## config.mk

```make
export PLATFORM = sky130hd
export DESIGN_NAME = bt_status_tx
export DESIGN_NICKNAME = d
export VERILOG_FILES = /design/src/rtl/bt_status_pkg.sv /design/src/rtl/uart_tx_byte.sv /design/src/rtl/bt_status_tx.sv
export SDC_FILE = /design/constraint.sdc
export NUM_CORES = 1
export LEC_CHECK = 0
export CAP_MARGIN = 10
export CORE_ASPECT_RATIO = 0.9
export CORE_UTILIZATION = 63
export DETAILED_ROUTE_END_ITERATION = 16
export PLACE_DENSITY_LB_ADDON = 0.25
export SYNTH_ARGS = -nofsm -noshare
export SYNTH_HDL_FRONTEND = slang
export SYNTH_HIERARCHICAL = 1
export SYNTH_SLANG_ARGS = --single-unit
```

## constraint.sdc

```tcl
create_clock -name clk -period 8.1 [get_ports clk]
set_input_delay 1.215 -clock clk [delete_from_list [all_inputs] [get_ports clk]]
set_output_delay 1.215 -clock clk [all_outputs]
set_load 0.01 [all_outputs]
```

## src/rtl/bt_status_pkg.sv

```systemverilog
// -----------------------------------------------------------------------------
// bt_status_pkg
// Shared constants, state encodings and the frame checksum for the Bluetooth
// status transmitter (bt_status_tx) and its byte serialiser (uart_tx_byte).
// -----------------------------------------------------------------------------
package bt_status_pkg;

  localparam logic [7:0] HEADER_DEFAULT = 8'hA5;
  localparam int         FRAME_BYTES    = 6;
  localparam int         BITS_PER_BYTE  = 8;

  // Per-byte serialiser states (START/DATA/STOP live in uart_tx_byte)
  typedef enum logic [1:0] {
    ST_IDLE  = 2'd0,
    ST_START = 2'd1,
    ST_DATA  = 2'd2,
    ST_STOP  = 2'd3
  } tx_state_e;

  // Frame-level states: SEND covers the START/DATA/STOP sequence of all bytes
  typedef enum logic [1:0] {
    FR_IDLE = 2'd0,
    FR_SEND = 2'd1,
    FR_DONE = 2'd2
  } frame_state_e;

  // Modulo-256 sum of payload bytes B1..B4
  function automatic logic [7:0] frame_checksum(input logic [2:0]  song,
                                                input logic [15:0] vol,
                                                input logic        pause);
    return {5'b0, song} + vol[15:8] + vol[7:0] + {7'b0, pause};
  endfunction

endpackage

```

## src/rtl/uart_tx_byte.sv

```systemverilog
// -----------------------------------------------------------------------------
// uart_tx_byte
// Serialises one byte as 8N1 (start 0, 8 data bits LSB first, stop 1), each
// bit lasting BAUD_DIV clocks. A new byte may be accepted on the last cycle of
// the stop bit so consecutive bytes run with no idle gap.
// Ports:
//   clk, rst_n   clock, asynchronous active-low reset
//   i_valid      byte available on i_data
//   i_data       byte to send
//   o_ready      byte accepted this cycle when i_valid is high
//   o_byte_done  one-cycle pulse on the final cycle of the stop bit
//   o_tx         registered serial line, idle high
// -----------------------------------------------------------------------------
module uart_tx_byte
  import bt_status_pkg::*;
#(
  parameter int BAUD_DIV = 10
) (
  input  logic       clk,
  input  logic       rst_n,
  input  logic       i_valid,
  input  logic [7:0] i_data,
  output logic       o_ready,
  output logic       o_byte_done,
  output logic       o_tx
);

  localparam int              CNT_W    = (BAUD_DIV > 1) ? $clog2(BAUD_DIV) : 1;
  localparam logic [CNT_W-1:0] CNT_LAST = CNT_W'(BAUD_DIV - 1);
  localparam logic [2:0]      BIT_LAST = 3'(BITS_PER_BYTE - 1);

  tx_state_e        state, state_n;
  logic [CNT_W-1:0] baud_cnt, baud_cnt_n;
  logic [2:0]       bit_idx, bit_idx_n;
  logic [7:0]       shift_q, shift_n;
  logic             tx_q, tx_n;
  logic             baud_last;

  assign baud_last = (baud_cnt == CNT_LAST);
  assign o_tx      = tx_q;

  always_ff @(posedge clk or negedge rst_n) begin
    if (!rst_n) begin
      state    <= ST_IDLE;
      baud_cnt <= '0;
      bit_idx  <= '0;
      tx_q     <= 1'b1;
    end else begin
      state    <= state_n;
      baud_cnt <= baud_cnt_n;
      bit_idx  <= bit_idx_n;
      tx_q     <= tx_n;
    end
  end

  // Data shift register carries no reset; it is always loaded before use
  always_ff @(posedge clk) begin
    shift_q <= shift_n;
  end

  always_comb begin
    state_n     = state;
    baud_cnt_n  = baud_last ? '0 : baud_cnt + 1'b1;
    bit_idx_n   = bit_idx;
    shift_n     = shift_q;
    o_ready     = 1'b0;
    o_byte_done = 1'b0;

    case (state)
      ST_IDLE: begin
        baud_cnt_n = '0;
        o_ready    = 1'b1;
        if (i_valid) begin
          state_n   = ST_START;
          shift_n   = i_data;
          bit_idx_n = '0;
        end
      end
      ST_START: begin
        if (baud_last) state_n = ST_DATA;
      end
      ST_DATA: begin
        if (baud_last) begin
          shift_n = {1'b0, shift_q[7:1]};
          if (bit_idx == BIT_LAST) state_n = ST_STOP;
          else                     bit_idx_n = bit_idx + 3'd1;
        end
      end
      ST_STOP: begin
        if (baud_last) begin
          o_byte_done = 1'b1;
          o_ready     = 1'b1;
          if (i_valid) begin
            // Chain straight into the next start bit: no idle gap
            state_n   = ST_START;
            shift_n   = i_data;
            bit_idx_n = '0;
          end else begin
            state_n = ST_IDLE;
          end
        end
      end
      default: state_n = ST_IDLE;
    endcase

    // Line level is decoded from the next state so the output is a clean flop
    case (state_n)
      ST_START: tx_n = 1'b0;
      ST_DATA:  tx_n = shift_n[0];
      default:  tx_n = 1'b1;
    endcase
  end

endmodule

```

## src/rtl/bt_status_tx.sv

```systemverilog
// -----------------------------------------------------------------------------
// bt_status_tx
// Sends a 6-byte player status frame over UART to the Bluetooth module:
//   A5(HEADER) | {5'b0,song} | vol[15:8] | vol[7:0] | {7'b0,pause} | checksum
// Inputs are snapshotted when a frame starts; requests arriving while a frame
// is in flight collapse into one pending frame sent after the current one.
// Optional build macro BT_STATUS_TX_AUTO_REPORT_EN: any change of the status
// inputs also raises a send request.
// Ports:
//   clk, rst_n       clock, asynchronous active-low reset
//   i_vol            volume {left[15:8], right[7:0]}
//   i_song_select    song index
//   i_pause          1 = paused
//   i_send           send request (pulse or level)
//   o_tx             UART line, idle high
//   o_busy           frame in flight
//   o_frame_done     one-cycle pulse after the final stop bit
// -----------------------------------------------------------------------------
module bt_status_tx
  import bt_status_pkg::*;
#(
  parameter int         CLK_FREQ = 100_000_000,
  parameter int         BAUD     = 9600,
  parameter logic [7:0] HEADER   = HEADER_DEFAULT
) (
  input  logic        clk,
  input  logic        rst_n,
  input  logic [15:0] i_vol,
  input  logic [2:0]  i_song_select,
  input  logic        i_pause,
  input  logic        i_send,
  output logic        o_tx,
  output logic        o_busy,
  output logic        o_frame_done
);

  localparam int         BAUD_DIV  = CLK_FREQ / BAUD;
  localparam logic [2:0] LAST_BYTE = 3'(FRAME_BYTES - 1);

  frame_state_e fr_state, fr_state_n;
  logic [2:0]   byte_idx, byte_idx_n;
  logic [2:0]   next_idx;
  logic         pending, pending_n;
  logic         send_req;
  logic         go;
  logic [15:0]  vol_q;
  logic [2:0]   song_q;
  logic         pause_q;
  logic         tx_valid;
  logic [7:0]   tx_data;
  logic [7:0]   payload_byte;
  logic         tx_ready;
  logic         byte_done;

`ifdef BT_STATUS_TX_AUTO_REPORT_EN
  // Previous status resets to zero so a non-zero status after reset reports once
  logic [19:0] status_prev;

  always_ff @(posedge clk or negedge rst_n) begin
    if (!rst_n) status_prev <= '0;
    else        status_prev <= {i_vol, i_song_select, i_pause};
  end

  assign send_req = i_send | (status_prev != {i_vol, i_song_select, i_pause});
`else
  assign send_req = i_send;
`endif

  always_ff @(posedge clk or negedge rst_n) begin
    if (!rst_n) begin
      fr_state <= FR_IDLE;
      byte_idx <= '0;
      pending  <= 1'b0;
    end else begin
      fr_state <= fr_state_n;
      byte_idx <= byte_idx_n;
      pending  <= pending_n;
    end
  end

  // Snapshot the status only at the frame start; mid-frame changes are ignored
  always_ff @(posedge clk) begin
    if (go) begin
      vol_q   <= i_vol;
      song_q  <= i_song_select;
      pause_q <= i_pause;
    end
  end

  // Byte queued behind the one currently on the line
  assign next_idx = byte_idx + 3'd1;

  always_comb begin
    case (next_idx)
      3'd1:    payload_byte = {5'b0, song_q};
      3'd2:    payload_byte = vol_q[15:8];
      3'd3:    payload_byte = vol_q[7:0];
      3'd4:    payload_byte = {7'b0, pause_q};
      default: payload_byte = frame_checksum(song_q, vol_q, pause_q);
    endcase
  end

  always_comb begin
    fr_state_n   = fr_state;
    byte_idx_n   = byte_idx;
    pending_n    = pending | send_req;
    go           = 1'b0;
    tx_valid     = 1'b0;
    tx_data      = HEADER;
    o_busy       = 1'b0;
    o_frame_done = 1'b0;

    case (fr_state)
      FR_IDLE: begin
        // The header is constant, so the first byte can launch on the same
        // edge that takes the snapshot
        go       = send_req | pending;
        tx_valid = go;
        if (go) begin
          fr_state_n = FR_SEND;
          pending_n  = 1'b0;
          byte_idx_n = '0;
        end
      end
      FR_SEND: begin
        o_busy   = 1'b1;
        tx_valid = (byte_idx != LAST_BYTE);
        tx_data  = payload_byte;
        if (tx_valid && tx_ready) byte_idx_n = next_idx;
        else if (byte_done)       fr_state_n = FR_DONE;
      end
      FR_DONE: begin
        o_frame_done = 1'b1;
        byte_idx_n   = '0;
        fr_state_n   = FR_IDLE;
      end
      default: fr_state_n = FR_IDLE;
    endcase
  end

  uart_tx_byte #(
    .BAUD_DIV (BAUD_DIV)
  ) u_tx_byte (
    .clk         (clk),
    .rst_n       (rst_n),
    .i_valid     (tx_valid),
    .i_data      (tx_data),
    .o_ready     (tx_ready),
    .o_byte_done (byte_done),
    .o_tx        (o_tx)
  );

endmodule

```

==> metrics <==
share of cells above drive strength 1 0.08654; synth unique cells just under 60; Antenna Diode Count 0; period utilisation layout 0.3865; endpoint type of the worst setup path flip-flop; Post-Synthesis Cells around 290; gpl congestion between 0.8 and 0.9; Synth Net Count 339; worst path arrival time around 3.4 ns; Antenna Violating Nets Remaining 0; Post-synth EDFFs 27; cell area after layout 3528 um2; Critical Path Start Type primary input; critical path class primary input to flip-flop; Max Clk Rate ~320 MHz; CTS tree yes; status finished, final reports clean; CTS buffer count 5; minimum clock period after layout about 3.1 ns; Detail Placement HPWL approximately 4.1 mm; total power between 400 and 500 uW; hold crit path type flip-flop to flip-flop; pin count of the biggest net entering global routing 27; PostCTS Resize Cnt 0; WHS around 0.49 ns; Reg clk slew, reported paths roughly 0.10 ns; Total Nets Final approximately 360; pre-CTS WS between 4 and 5 ns; Post-CTS Setup Inserts 0; drc violations 0; Max-Cap Viols 0; Clock Latency Late Sink 0.31 ns; #FFs+latches synth 54; DRT Pass-1 Iters 6; placed cell count 366; Final Slew Violations 0; Synth Warn # 6; Sink Count between 50 and 60; Die Wd 76.40 um; Layout Utilization 0.7663; total number of vias 2206; Avg Cell Area, Syn roughly 11 um2; Layout Cells excl Fill around 370; commonest cells after routing, fill and taps aside nand2_1 (27), edfxtp_1 (27), nor2_1 (26); # hold bufs at CTS 0; die footprint ~5300 um2; critical-path maximum fanout 12; wire per inst around 15 um; row count 23; Via density approximately 5.9; number of global-route vias before repair 2116; Buffers on Ports 25; drt initial violations 197; final setup violation count 0; root buffer cell clkbuf_8; initial antenna violation count 0; Mapped Area approximately 3100 um2; die height between 60 and 70 um; Max Buffers Root-to-Sink 2; core area roughly 4600 um2; Placement Cell Area 3422 um2; first-pass GRT wire length 9.846 mm; Worst-Margin Slew about 0.96 ns; clock skew between 0.005 and 0.006 ns; P_leak 1.528 nW; setup ws final just under 5 ns; final WL 5.787 mm; Setup TNS 0 ns; H-Tree Depth 2; # IOs 26; Overall Global Routing Usage 0.2451; area grow syn2layout 12.44%; Slew Limit Headroom 0.3513; FILL cells 315; sequential area share after synthesis 0.4725; Final Hold Viols 0; VDD IR-drop max approximately 110 uV; Data required, critical path 8.34 ns; unrepaired setup endpoints after global routing no; pwr/cell area roughly 130 nW/um2; initial cell density of the core 0.6815; ys async rst share 0.4815; most used flip-flop cell after synthesis edfxtp_1; total gr overflow 0
-- metal layers --
| layer | routed length [um] | track usage | up-vias |
|---|---|---|---|
| met2 | 2702 | 0.4009 | 77 |
| met5 | 0 | 0 | - |
| met3 | 255 | 0.04079 | 7 |
| li1 | - | - | 1078 |
| met1 | 2753 | 0.3280 | 1044 |
| met4 | 76 | 0.1106 | 0 |
-- state kept, by name, indices dropped and copies added (netlist names), 2 cells and up --
signal and flops:
byte_idx 3, fr_state 2, song_q 3, u_tx_byte/baud_cnt 14, u_tx_byte/bit_idx 3, u_tx_byte/shift_q 8
u_tx_byte/state 2, vol_q 16
-- cell usage after synthesis, drive strengths merged (4+ instances only) --
| cell type | count | area [um2] |
|---|---|---|
| edfxtp | 27 | 810.8 |
| nor2 | 27 | 103.9 |
| o21ai | 21 | 112.6 |
| nand2 | 27 | 101.4 |
| nor2b | 5 | 31.28 |
| xnor2 | 10 | 87.58 |
| dfrtp | 25 | 625.6 |
| mux2i | 8 | 80.08 |
| xor2 | 8 | 70.07 |
| ha | 25 | 312.8 |
| fa | 4 | 80.08 |
| a22o | 6 | 52.55 |
| buf | 6 | 36.28 |
| nor3 | 4 | 25.02 |
| nand3 | 7 | 35.03 |
| a21oi | 11 | 58.81 |
| inv | 13 | 48.79 |
| a22oi | 4 | 30.03 |
-- area by class of cell --
cell class / count / area (um2) / share of cell area
clock inverters: 2 / 12.51 / 0.003546
well taps: 62 / 77.57 / 0.02199
flip-flops and latches: 54 / 1483 / 0.4202
clock buffers: 6 / 93.84 / 0.02660
inverters: 13 / 48.80 / 0.01383
multi-input cells: 211 / 1555 / 0.4408
repair buffers: 26 / 257.7 / 0.07305
-- critical path: stages --
cell	delay, ns
clkdlybuf4s50_1	0.45
o21ai_0	0.32
nand2_1	0.45
a22oi_1	0.38
nor2_1	0.07
nand2_1	0.07
o221ai_1	0.16
nor3_2	0.19
a21oi_1	0.05
-- path summary, 6_finish.rpt --
| check | depth (start not counted) | start | end | slack, ns |
|---|---|---|---|---|
| hold reg to reg | 1 | u_tx_byte/baud_cnt[0] | u_tx_byte/baud_cnt[0] | 0.49 |
| max in group asynchronous | 2 | rst_n | u_tx_byte/o_tx | 6.54 |
| setup / recovery | 9 | i_send | u_tx_byte/o_tx | 4.97 |
| min in group asynchronous | 2 | rst_n | u_tx_byte/bit_idx[2] | 1.26 |
| hold / removal | 1 | u_tx_byte/baud_cnt[0] | u_tx_byte/baud_cnt[0] | 0.49 |
| setup reg to reg | 10 | vol_q[0] | u_tx_byte/shift_q[6] | 5.16 |
-- report_power, final --
part           leakage, nW  internal [mW]           switching, mW  total [mW]
Combinational        0.921        0.00947                 0.00397      0.0134
Clock               0.0572         0.0802                  0.0902       0.170
Sequential           0.550          0.287  0.00000000000000000715       0.287
Total                 1.53          0.377                  0.0942       0.471
-- logic make-up (layout without fill, tap and decap cells) --
family / count (synthesis) / after routing / synth area share
DFF: 54 / 54 / 0.4725
adders and majority gates: 29 / 29 / 0.1252
and+or+nand+nor: 88 / 88 / 0.1392
AOI/OAI and AO/OA: 67 / 67 / 0.1519
xor gates and xnor gates: 18 / 18 / 0.05024
muxes: 9 / 9 / 0.02911
buffers and inverters: 22 / 47 / 0.03190
No activity file was read; power rests on OpenSTA's default activity.
